### config.mk
export PLATFORM = sky130hd
export DESIGN_NAME = yas_packet_rx
export DESIGN_NICKNAME = d
export VERILOG_FILES = /design/src/rtl/yas_pkg.sv /design/src/rtl/yas_crc8.sv /design/src/rtl/yas_packet_rx.sv
export SDC_FILE = /design/constraint.sdc
export NUM_CORES = 1
export LEC_CHECK = 0
export CORE_MARGIN = 2
export CORE_UTILIZATION = 45
export DETAILED_ROUTE_END_ITERATION = 16
export PLACE_DENSITY_LB_ADDON = 0.2
export SETUP_SLACK_MARGIN = 0.5
export SLEW_MARGIN = 20
export SYNTH_ARGS = -nofsm -noshare
export SYNTH_HDL_FRONTEND = slang
export SYNTH_SLANG_ARGS = --single-unit
### constraint.sdc
create_clock -name clk -period 5.9 [get_ports clk]
set_input_delay 1.475 -clock clk [delete_from_list [all_inputs] [get_ports clk]]
set_output_delay 1.475 -clock clk [all_outputs]
set_load 0.005 [all_outputs]
### src/rtl/yas_pkg.sv
// Shared types and constants for the YAS router input stage.
// Header layout: [7:6] destination address, [5:0] payload length minus one.
package yas_pkg;
  localparam int DATA_WIDTH   = 8;
  localparam int DATA_SIZE    = 6;
  localparam int NUM_CH       = 3;
  localparam int HDR_ADDR_LSB = 6;
  localparam int HDR_ADDR_W   = 2;
  localparam int HDR_LEN_LSB  = 0;

  localparam logic [DATA_WIDTH-1:0] CRC_POLY = 8'h07;

  typedef enum logic [1:0] {
    ST_IDLE,
    ST_PAYLOAD,
    ST_CRC,
    ST_DROP
  } rx_state_e;

  // CRC-8, MSB first, no reflection; one full byte per call.
  function automatic logic [DATA_WIDTH-1:0] crc8_next(
    input logic [DATA_WIDTH-1:0] crc,
    input logic [DATA_WIDTH-1:0] din
  );
    logic [DATA_WIDTH-1:0] c;
    c = crc ^ din;
    for (int i = 0; i < DATA_WIDTH; i++)
      c = c[DATA_WIDTH-1] ? ((c << 1) ^ CRC_POLY) : (c << 1);
    return c;
  endfunction
endpackage

### src/rtl/yas_crc8.sv
// Running CRC-8 register. When clr and en coincide the byte is folded
// into a zero seed, so a header byte starts a fresh CRC in one cycle.
module yas_crc8
  import yas_pkg::*;
(
  input  logic                  clk,
  input  logic                  rst_n,
  input  logic                  clr,
  input  logic                  en,
  input  logic [DATA_WIDTH-1:0] din,
  output logic [DATA_WIDTH-1:0] crc
);
  logic [DATA_WIDTH-1:0] seed;

  assign seed = clr ? '0 : crc;

  always_ff @(posedge clk or negedge rst_n) begin
    if (!rst_n)   crc <= '0;
    else if (en)  crc <= crc8_next(seed, din);
    else if (clr) crc <= '0;
  end
endmodule

### src/rtl/yas_packet_rx.sv
// YAS router input stage: byte handshake, header routing, per-channel writes.
// Trailing CRC-8 check is compiled in only when YAS_RX_CRC_EN is defined.
module yas_packet_rx
  import yas_pkg::*;
(
  input  logic                  clk,
  input  logic                  rst_n,
  input  logic [DATA_WIDTH-1:0] data_in,
  input  logic                  data_in_req,
  output logic                  data_in_ack,
  input  logic [1:0]            ch0_addr,
  input  logic [1:0]            ch1_addr,
  input  logic [1:0]            ch2_addr,
  input  logic                  crc_en,
  input  logic [NUM_CH-1:0]     out_ready,
  output logic [DATA_WIDTH-1:0] pkt_data,
  output logic                  pkt_wr,
  output logic [NUM_CH-1:0]     pkt_ch,
  output logic                  pkt_sop,
  output logic                  pkt_eop,
  output logic                  pkt_done,
  output logic                  pkt_bad,
  output logic                  err_no_route
);
  localparam logic [NUM_CH-1:0]    CH_ONE  = 1;
  localparam logic [DATA_SIZE-1:0] LEN_ONE = 1;

  rx_state_e                            state;
  logic [NUM_CH-1:0]                    ch_sel;
  logic [DATA_SIZE-1:0]                 cnt;
  logic                                 crc_lat;
  logic                                 crc_mode;
  logic                                 xfer;
  logic [HDR_ADDR_W-1:0]                hdr_addr;
  logic [DATA_SIZE-1:0]                 hdr_len;
  logic [NUM_CH-1:0][HDR_ADDR_W-1:0]    ch_addr;
  logic [NUM_CH-1:0]                    hit;
  logic [NUM_CH-1:0]                    hit_oh;
  logic                                 hit_any;

  assign hdr_addr = data_in[HDR_ADDR_LSB +: HDR_ADDR_W];
  assign hdr_len  = data_in[HDR_LEN_LSB +: DATA_SIZE];
  assign ch_addr  = {ch2_addr, ch1_addr, ch0_addr};

  // Lowest channel index wins when several addresses are equal.
  always_comb begin
    hit_oh = '0;
    for (int i = 0; i < NUM_CH; i++) hit[i] = (ch_addr[i] == hdr_addr);
    for (int i = NUM_CH-1; i >= 0; i--)
      if (hit[i]) hit_oh = CH_ONE << i;
  end

  assign hit_any = |hit;

  always_comb begin
    data_in_ack = 1'b1;
    case (state)
      ST_IDLE:    data_in_ack = hit_any ? |(out_ready & hit_oh) : 1'b1;
      ST_PAYLOAD: data_in_ack = |(out_ready & ch_sel);
      default:    data_in_ack = 1'b1;
    endcase
  end

  assign xfer = data_in_req & data_in_ack;

`ifdef YAS_RX_CRC_EN
  logic [DATA_WIDTH-1:0] crc_q;
  logic                  crc_clr;
  logic                  crc_upd;

  assign crc_mode = crc_en;
  assign crc_clr  = (state == ST_IDLE);
  assign crc_upd  = xfer & (((state == ST_IDLE) & hit_any) | (state == ST_PAYLOAD));

  yas_crc8 u_crc (
    .clk   (clk),
    .rst_n (rst_n),
    .clr   (crc_clr),
    .en    (crc_upd),
    .din   (data_in),
    .crc   (crc_q)
  );
`else
  logic unused_crc_en;
  assign unused_crc_en = crc_en;
  assign crc_mode      = 1'b0;
`endif

  always_ff @(posedge clk or negedge rst_n) begin
    if (!rst_n) begin
      state        <= ST_IDLE;
      ch_sel       <= '0;
      cnt          <= '0;
      crc_lat      <= 1'b0;
      pkt_data     <= '0;
      pkt_wr       <= 1'b0;
      pkt_ch       <= '0;
      pkt_sop      <= 1'b0;
      pkt_eop      <= 1'b0;
      pkt_done     <= 1'b0;
      pkt_bad      <= 1'b0;
      err_no_route <= 1'b0;
    end else begin
      pkt_wr       <= 1'b0;
      pkt_sop      <= 1'b0;
      pkt_eop      <= 1'b0;
      pkt_done     <= 1'b0;
      pkt_bad      <= 1'b0;
      err_no_route <= 1'b0;
      case (state)
        ST_IDLE: if (xfer) begin
          cnt     <= hdr_len;
          crc_lat <= crc_mode;
          if (hit_any) begin
            ch_sel   <= hit_oh;
            pkt_wr   <= 1'b1;
            pkt_data <= data_in;
            pkt_ch   <= hit_oh;
            pkt_sop  <= 1'b1;
            state    <= ST_PAYLOAD;
          end else begin
            err_no_route <= 1'b1;
            state        <= ST_DROP;
          end
        end
        ST_PAYLOAD: if (xfer) begin
          pkt_wr   <= 1'b1;
          pkt_data <= data_in;
          pkt_ch   <= ch_sel;
          cnt      <= cnt - LEN_ONE;
          if (cnt == '0) begin
            pkt_eop <= 1'b1;
            if (crc_lat) begin
              state <= ST_CRC;
            end else begin
              pkt_done <= 1'b1;
              state    <= ST_IDLE;
            end
          end
        end
`ifdef YAS_RX_CRC_EN
        ST_CRC: if (xfer) begin
          pkt_done <= 1'b1;
          pkt_bad  <= (data_in != crc_q);
          state    <= ST_IDLE;
        end
`endif
        // The trailing CRC byte of a dropped packet is swallowed by clearing
        // crc_lat and staying one more byte with the counter at zero.
        ST_DROP: if (xfer) begin
          if (cnt == '0) begin
            if (crc_lat) crc_lat <= 1'b0;
            else         state   <= ST_IDLE;
          end else begin
            cnt <= cnt - LEN_ONE;
          end
        end
        default: state <= ST_IDLE;
      endcase
    end
  end
endmodule

==> results.json, run 1 <==
{
  "yosys.area.top_type_share": 0.4050,
  "cts_buffers": 3,
  "vias": 1296,
  "grt_pass1_wl_um": 6106,
  "clock-sinks": 26,
  "cts_hold_buffers": 0,
  "syn_avg_cell_area_um2": 10.57,
  "setup_viol": 0,
  "final_common_cell": "clkdlybuf4s50_1",
  "gp_congestion": 0.8513,
  "antenna_found_initial": 0,
  "yosysTopAreaCell": "dfrtp_1",
  "drv_slew": 0,
  "ios": 39,
  "rsz0062_at_grt": "false",
  "wl_per_cell_um": 15.31,
  "worst_setup_path_start_kind": "primary input",
  "synth_edf_count": 0,
  "nNetsFinal": 209,
  "hp-class": "flop to flop",
  "synth_flop_cell": "dfrtp_1",
  "cts_tree": "yes",
  "post_cts_buffers": 0,
  "syn_area_um2": 1607,
  "syn_to_final_growth_pct": 26.25,
  "clock_path_buffers": 2,
  "io_buffer_count": 36,
  "antenna_cells": 0,
  "worstMarginPinSlew_ns": 0.6648,
  "fin_skew_ns": 0.005803,
  "ir_drop_mv": 0.2364,
  "wl_um": 3537,
  "clockRootBuffer": "clkbuf_4",
  "drcViolationCount": 0,
  "layout-drive-gt1-share": 0.1514,
  "p_leak_nw": 0.8721,
  "final_cell_mix": "34 x clkdlybuf4s50_1, 26 x dfrtp_1, 11 x inv_1, 11 x nand2_1, 9 x mux2_4",
  "die_y_um": 63.75,
  "core_area_um2": 3390,
  "p_per_area_nw_per_um2": 401.9,
  "path_max_fanout": 8,
  "dieArea_um2": 4064,
  "synth_nets": 175,
  "rows": 21,
  "yosys_register_bits": 26,
  "drtIter0Drc": 57,
  "grt_usage": 0.1912,
  "dpl.hpwl_um": 2694,
  "postLayoutCellArea_um2": 2028,
  "grt.overflow.total": 0,
  "critPathCaptureType": "primary output",
  "outcome": "finished, final reports clean",
  "grt_pass1_vias": 1282,
  "criticalPathCategory": "primary input to primary output",
  "cts_max_level": 1,
  "clock.fmax_mhz": 190.9,
  "setup_slack_ns": 0.6627,
  "cp_slowest_cell": "clkdlybuf4s50_1",
  "synth.distinct_cells": 47,
  "async_flop_share": 1.000,
  "netlist_instances": 152,
  "drtPass1Iterations": 4,
  "ant_nets": 0,
  "grt_max_degree": 27,
  "initial_core_util": 0.4740,
  "placed_area_um2": 1963,
  "maxSlewHeadroom": 0.5534,
  "vias_per_cell": 5.610,
  "drv_cap": 0,
  "setup_tns_ns": 0,
  "path_clk_slew_ns": 0.13,
  "max_stage_delay_ns": 0.53,
  "required_ns": 4.43,
  "yosys-top-cells-area": "dfrtp_1 40%, mux2_4 8.4%, xor2_1 3.3%",
  "arrival_ns": 3.76,
  "fin_crit_sh": 0.8877,
  "synth_seq_area_share": 0.4050,
  "clkLatencyLatePin_ns": 0.33,
  "yosysWarnings": 0,
  "report.final.hold_viol_count": 0,
  "cts_resized": 0,
  "path_cells": "clkdlybuf4s50_1 -> xor2_1 -> nor2_2 -> o31ai_1 -> nor2_1 -> a31oi_1 -> clkdlybuf4s50_1",
  "crit_top_cell": "clkdlybuf4s50_1",
  "finalCriticalPeriod_ns": 5.237,
  "die_x_um": 63.75,
  "pre_cts_ws_ns": 0.5138
}
## worst paths after layout
kind,startpoint,end,slack [ns],depth (start not counted)
worst max register to register,state[0]$_DFFE_PN0P_,pkt_data[7]$_DFFE_PN0P_,3.45,5
worst max-delay path,ch0_addr[1],data_in_ack,0.66,7
max in group asynchronous,rst_n,pkt_ch[2]$_DFFE_PN0P_,4.14,2
min in group asynchronous,rst_n,pkt_data[6]$_DFFE_PN0P_,1.50,2
worst min-delay path,pkt_data[7]$_DFFE_PN0P_,pkt_data[7]$_DFFE_PN0P_,0.52,1
worst min register to register,pkt_data[7]$_DFFE_PN0P_,pkt_data[7]$_DFFE_PN0P_,0.52,1
## Yosys cell counts (2+ instances only)
cell,instances
o311ai_0,2
nand4_1,2
mux2_4,9
nor2b_1,2
nand2_1,11
a21oi_1,4
o21ai_0,7
nand3_1,3
xor2_1,6
nor3b_1,2
buf_6,2
a31o_2,2
dfrtp_1,26
xnor2_1,4
a31oi_1,3
o221ai_1,3
nor2_1,8
o22ai_1,2
clkbuf_1,3
o31ai_1,2
mux2_2,4
inv_1,11
ha_1,2
a211o_1,3
buf_4,2
nor3_1,3
mux2i_1,4
## flip-flops by register name, summed over array words and instances, names as in the netlist
name / count
cnt: 6
pkt_data: 8
state: 2
pkt_done: 1
pkt_ch: 3
pkt_sop: 1
ch_sel: 3
err_no_route: 1
pkt_wr: 1
## power breakdown
part / total [mW] / switching, mW / internal (mW) / leakage, nW
logic: 0.392 / 0.161 / 0.231 / 0.536
registers: 0.302 / 0.0550 / 0.247 / 0.308
clock network: 0.122 / 0.0529 / 0.0688 / 0.0279
total: 0.815 / 0.269 / 0.546 / 0.872
## critical path, delay by kind of cell
family	cells	cell delay, ns
XOR/XNOR	1	0.25
AND/OR/NAND/NOR	2	0.33
AO/OA/AOI/OAI	2	0.65
buffers and inverters	2	1.06
## cell type report
class | count | area, µm²
Fill cell | 291 | 1361
Clock inverter | 1 | 30.03
Multi-Input combinational cell | 107 | 853.3
Tap cell | 46 | 57.56
Inverter | 11 | 41.29
Timing Repair Buffer | 37 | 372.9
Clock buffer | 3 | 22.52
Sequential cell | 26 | 650.6
## kinds of logic (layout without fill, tap and decap cells)
kind of cell             after synthesis  count (layout)  synth area share
flip-flops                            26              26            0.4050
AND/OR/NAND/NOR                       36              36            0.1083
multiplexers                          17              17            0.1371
other                                  1               1          0.002334
adder cells (fa/ha/maj)                2               2           0.01557
buffers and inverters                 19              52           0.06853
AO/OA/AOI/OAI                         41              41            0.2087
XOR/XNOR                              10              10           0.05451
## layer usage
layer  GRT usage  vias to the layer above  part of all wire
li1            -                      614                 -
met1      0.2491                      626              0.45
met2      0.3237                       48              0.49
met3     0.04930                        8             0.054
met4     0.03533                        0             0.011
met5           0                        -                 0
## stage by stage
step                      hold slack (ns)  power (mW)    util  cells
after detailed placement           0.4960      0.7005  0.5792    227
after CTS                          0.5341      0.8234  0.5947    231
after global placement             0.4931      0.6924  0.5792    227
after global routing               0.5511      0.8770  0.5984    231
after floorplan                    0.4820      0.5526       -    152
final                              0.5238      0.8151  0.5984    231
No activity file was read; power rests on OpenSTA's default activity.
==> run 2, diff against run 1 <==
--- a/config.mk
+++ b/config.mk
@@ -6,6 +6,6 @@
 export NUM_CORES = 1
 export LEC_CHECK = 0
-export CORE_MARGIN = 2
-export CORE_UTILIZATION = 45
+export CORE_MARGIN = 4
+export CORE_UTILIZATION = 49
 export DETAILED_ROUTE_END_ITERATION = 16
 export PLACE_DENSITY_LB_ADDON = 0.2
==> constraint.sdc (replaced) <==
create_clock -name clk -period 5.9 [get_ports clk]
set_input_delay 1.475 -clock clk [delete_from_list [all_inputs] [get_ports clk]]
set_output_delay 1.475 -clock clk [all_outputs]
set_load 0.1 [all_outputs]
==> run 2 against run 1 <==
Compared with the run above:
- wire length is 1.6% higher
- non-clock buffer count did not move
- combinational power is 89% higher
- die area rose by 4.8%
- register-to-register slack worse by 0.05 ns
- final cell count down 0.87%
- hold slack improved by 0.0031 ns
- design area decreased by 1.4%
- highest routed layer unchanged
==> results.json, run 2 (synthesis results as in run 1) <==
{
  "arrival_ns": 3.65,
  "cts_resized": 0,
  "grt_pass1_wl_um": 6299,
  "pre_cts_ws_ns": 0.7878,
  "drtIter0Drc": 56,
  "drcViolationCount": 0,
  "report.final.hold_viol_count": 0,
  "ios": 39,
  "setup_tns_ns": 0,
  "grt.overflow.total": 0,
  "outcome": "finished, final reports clean",
  "layout-drive-gt1-share": 0.1568,
  "vias_per_cell": 5.603,
  "die_y_um": 65.26,
  "p_per_area_nw_per_um2": 565.2,
  "cts_max_level": 1,
  "required_ns": 4.43,
  "p_leak_nw": 0.8426,
  "worstMarginPinSlew_ns": 0.9737,
  "post_cts_buffers": 0,
  "setup_slack_ns": 0.7754,
  "maxSlewHeadroom": 0.3488,
  "clkLatencyLatePin_ns": 0.33,
  "regMostFlops": "pkt_data",
  "hp-class": "flop to flop",
  "ant_nets": 0,
  "final_cell_mix": "35 x clkdlybuf4s50_1, 26 x dfrtp_1, 11 x inv_1, 11 x nand2_1, 9 x mux2_4",
  "vias": 1283,
  "cts_tree": "yes",
  "dieArea_um2": 4259,
  "gp_congestion": 0.8801,
  "finalCriticalPeriod_ns": 5.125,
  "path_clk_slew_ns": 0.14,
  "wl_per_cell_um": 15.69,
  "cts_hold_buffers": 0,
  "clock_path_buffers": 2,
  "grt_pass1_vias": 1371,
  "worst_setup_path_start_kind": "primary input",
  "clock-sinks": 26,
  "cp_top_family": "buffers and inverters",
  "criticalPathCategory": "primary input to primary output",
  "syn_to_final_growth_pct": 24.53,
  "totalPowerFinal_mw": 1.131,
  "antenna_found_initial": 0,
  "cp_slowest_cell": "clkdlybuf4s50_1",
  "nNetsFinal": 209,
  "fin_crit_sh": 0.8686,
  "drv_slew": 0,
  "cp_num_buf_inv": 2,
  "largest_reg_flops": 8,
  "path_cells": "clkdlybuf4s50_1 -> xnor2_1 -> a211o_1 -> o31ai_1 -> nor2_1 -> a31oi_2 -> buf_4",
  "rsz0062_at_grt": "false",
  "setup_viol": 0,
  "drtPass1Iterations": 4,
  "wl_um": 3593,
  "final_common_cell": "clkdlybuf4s50_1",
  "antenna_cells": 0,
  "drv_cap": 0,
  "io_buffer_count": 36,
  "largest_registers": "pkt_data (8), cnt (6)",
  "max_stage_delay_ns": 0.65,
  "clockRootBuffer": "clkbuf_4",
  "grt_max_degree": 27,
  "initial_core_util": 0.5177,
  "cts_buffers": 3,
  "fin_skew_ns": 0.005582,
  "dpl.hpwl_um": 2754,
  "core_area_um2": 3103,
  "path_max_fanout": 6,
  "die_x_um": 65.26,
  "critPathCaptureType": "primary output",
  "ir_drop_mv": 0.2884,
  "grt_usage": 0.1854,
  "clock.fmax_mhz": 195.1,
  "rows": 20
}
## run 2: per-stage QoR
step	instances	util	hold WS [ns]	cell area [µm²]
3_3_place_gp	225	0.6331	0.4880	1964
3_5_place_dp	225	0.6331	0.4979	1964
4_1_cts	229	0.6448	0.5310	2001
2_1_floorplan	152	-	0.4820	1613
5_1_grt	229	0.6448	0.5556	2001
6_report	229	0.6448	0.5269	2001
## run 2: per-layer routing
metal  routed length (µm)  part of all wire  GRT usage
met5                    0                 0          0
met4                   53             0.015    0.06218
met3                  244             0.068    0.03248
met2                 1740              0.48     0.3047
met1                 1554              0.43     0.2462
## run 2: worst paths after layout
check,slack [ns],cells past startpoint,startpoint,endpoint
setup reg to reg,3.40,5,state[0]$_DFFE_PN0P_,pkt_data[7]$_DFFE_PN0P_
min in group asynchronous,1.48,2,rst_n,pkt_ch[1]$_DFFE_PN0P_
max in group asynchronous,4.17,2,rst_n,pkt_data[1]$_DFFE_PN0P_
setup / recovery,0.78,7,data_in[6],data_in_ack
hold / removal,0.53,1,pkt_data[7]$_DFFE_PN0P_,pkt_data[7]$_DFFE_PN0P_
hold reg to reg,0.53,1,pkt_data[7]$_DFFE_PN0P_,pkt_data[7]$_DFFE_PN0P_
## run 2: power breakdown
| group | leakage [nW] | internal (mW) | switching, mW |
|---|---|---|---|
| sequential | 0.308 | 0.247 | 0.0534 |
| combinational | 0.513 | 0.231 | 0.508 |
| clock | 0.0210 | 0.0378 | 0.0540 |
## run 2: worst register-to-register path: stages (launching register included)
cell and delay [ns]:
dfrtp_1 0.66, nor2b_1 0.37, a31oi_1 0.32, o311ai_2 0.18
a21oi_4 0.49, mux2_2 0.40
## run 2: area by class of cell
| type | instances | area (µm²) |
|---|---|---|
| fillers | 288 | 1102 |
| multi-input cells | 107 | 852.1 |
| flip-flops and latches | 26 | 650.6 |
| repair buffers | 37 | 365.4 |
| well taps | 44 | 55.05 |
| inverters | 11 | 41.29 |
| clock buffers | 4 | 36.28 |
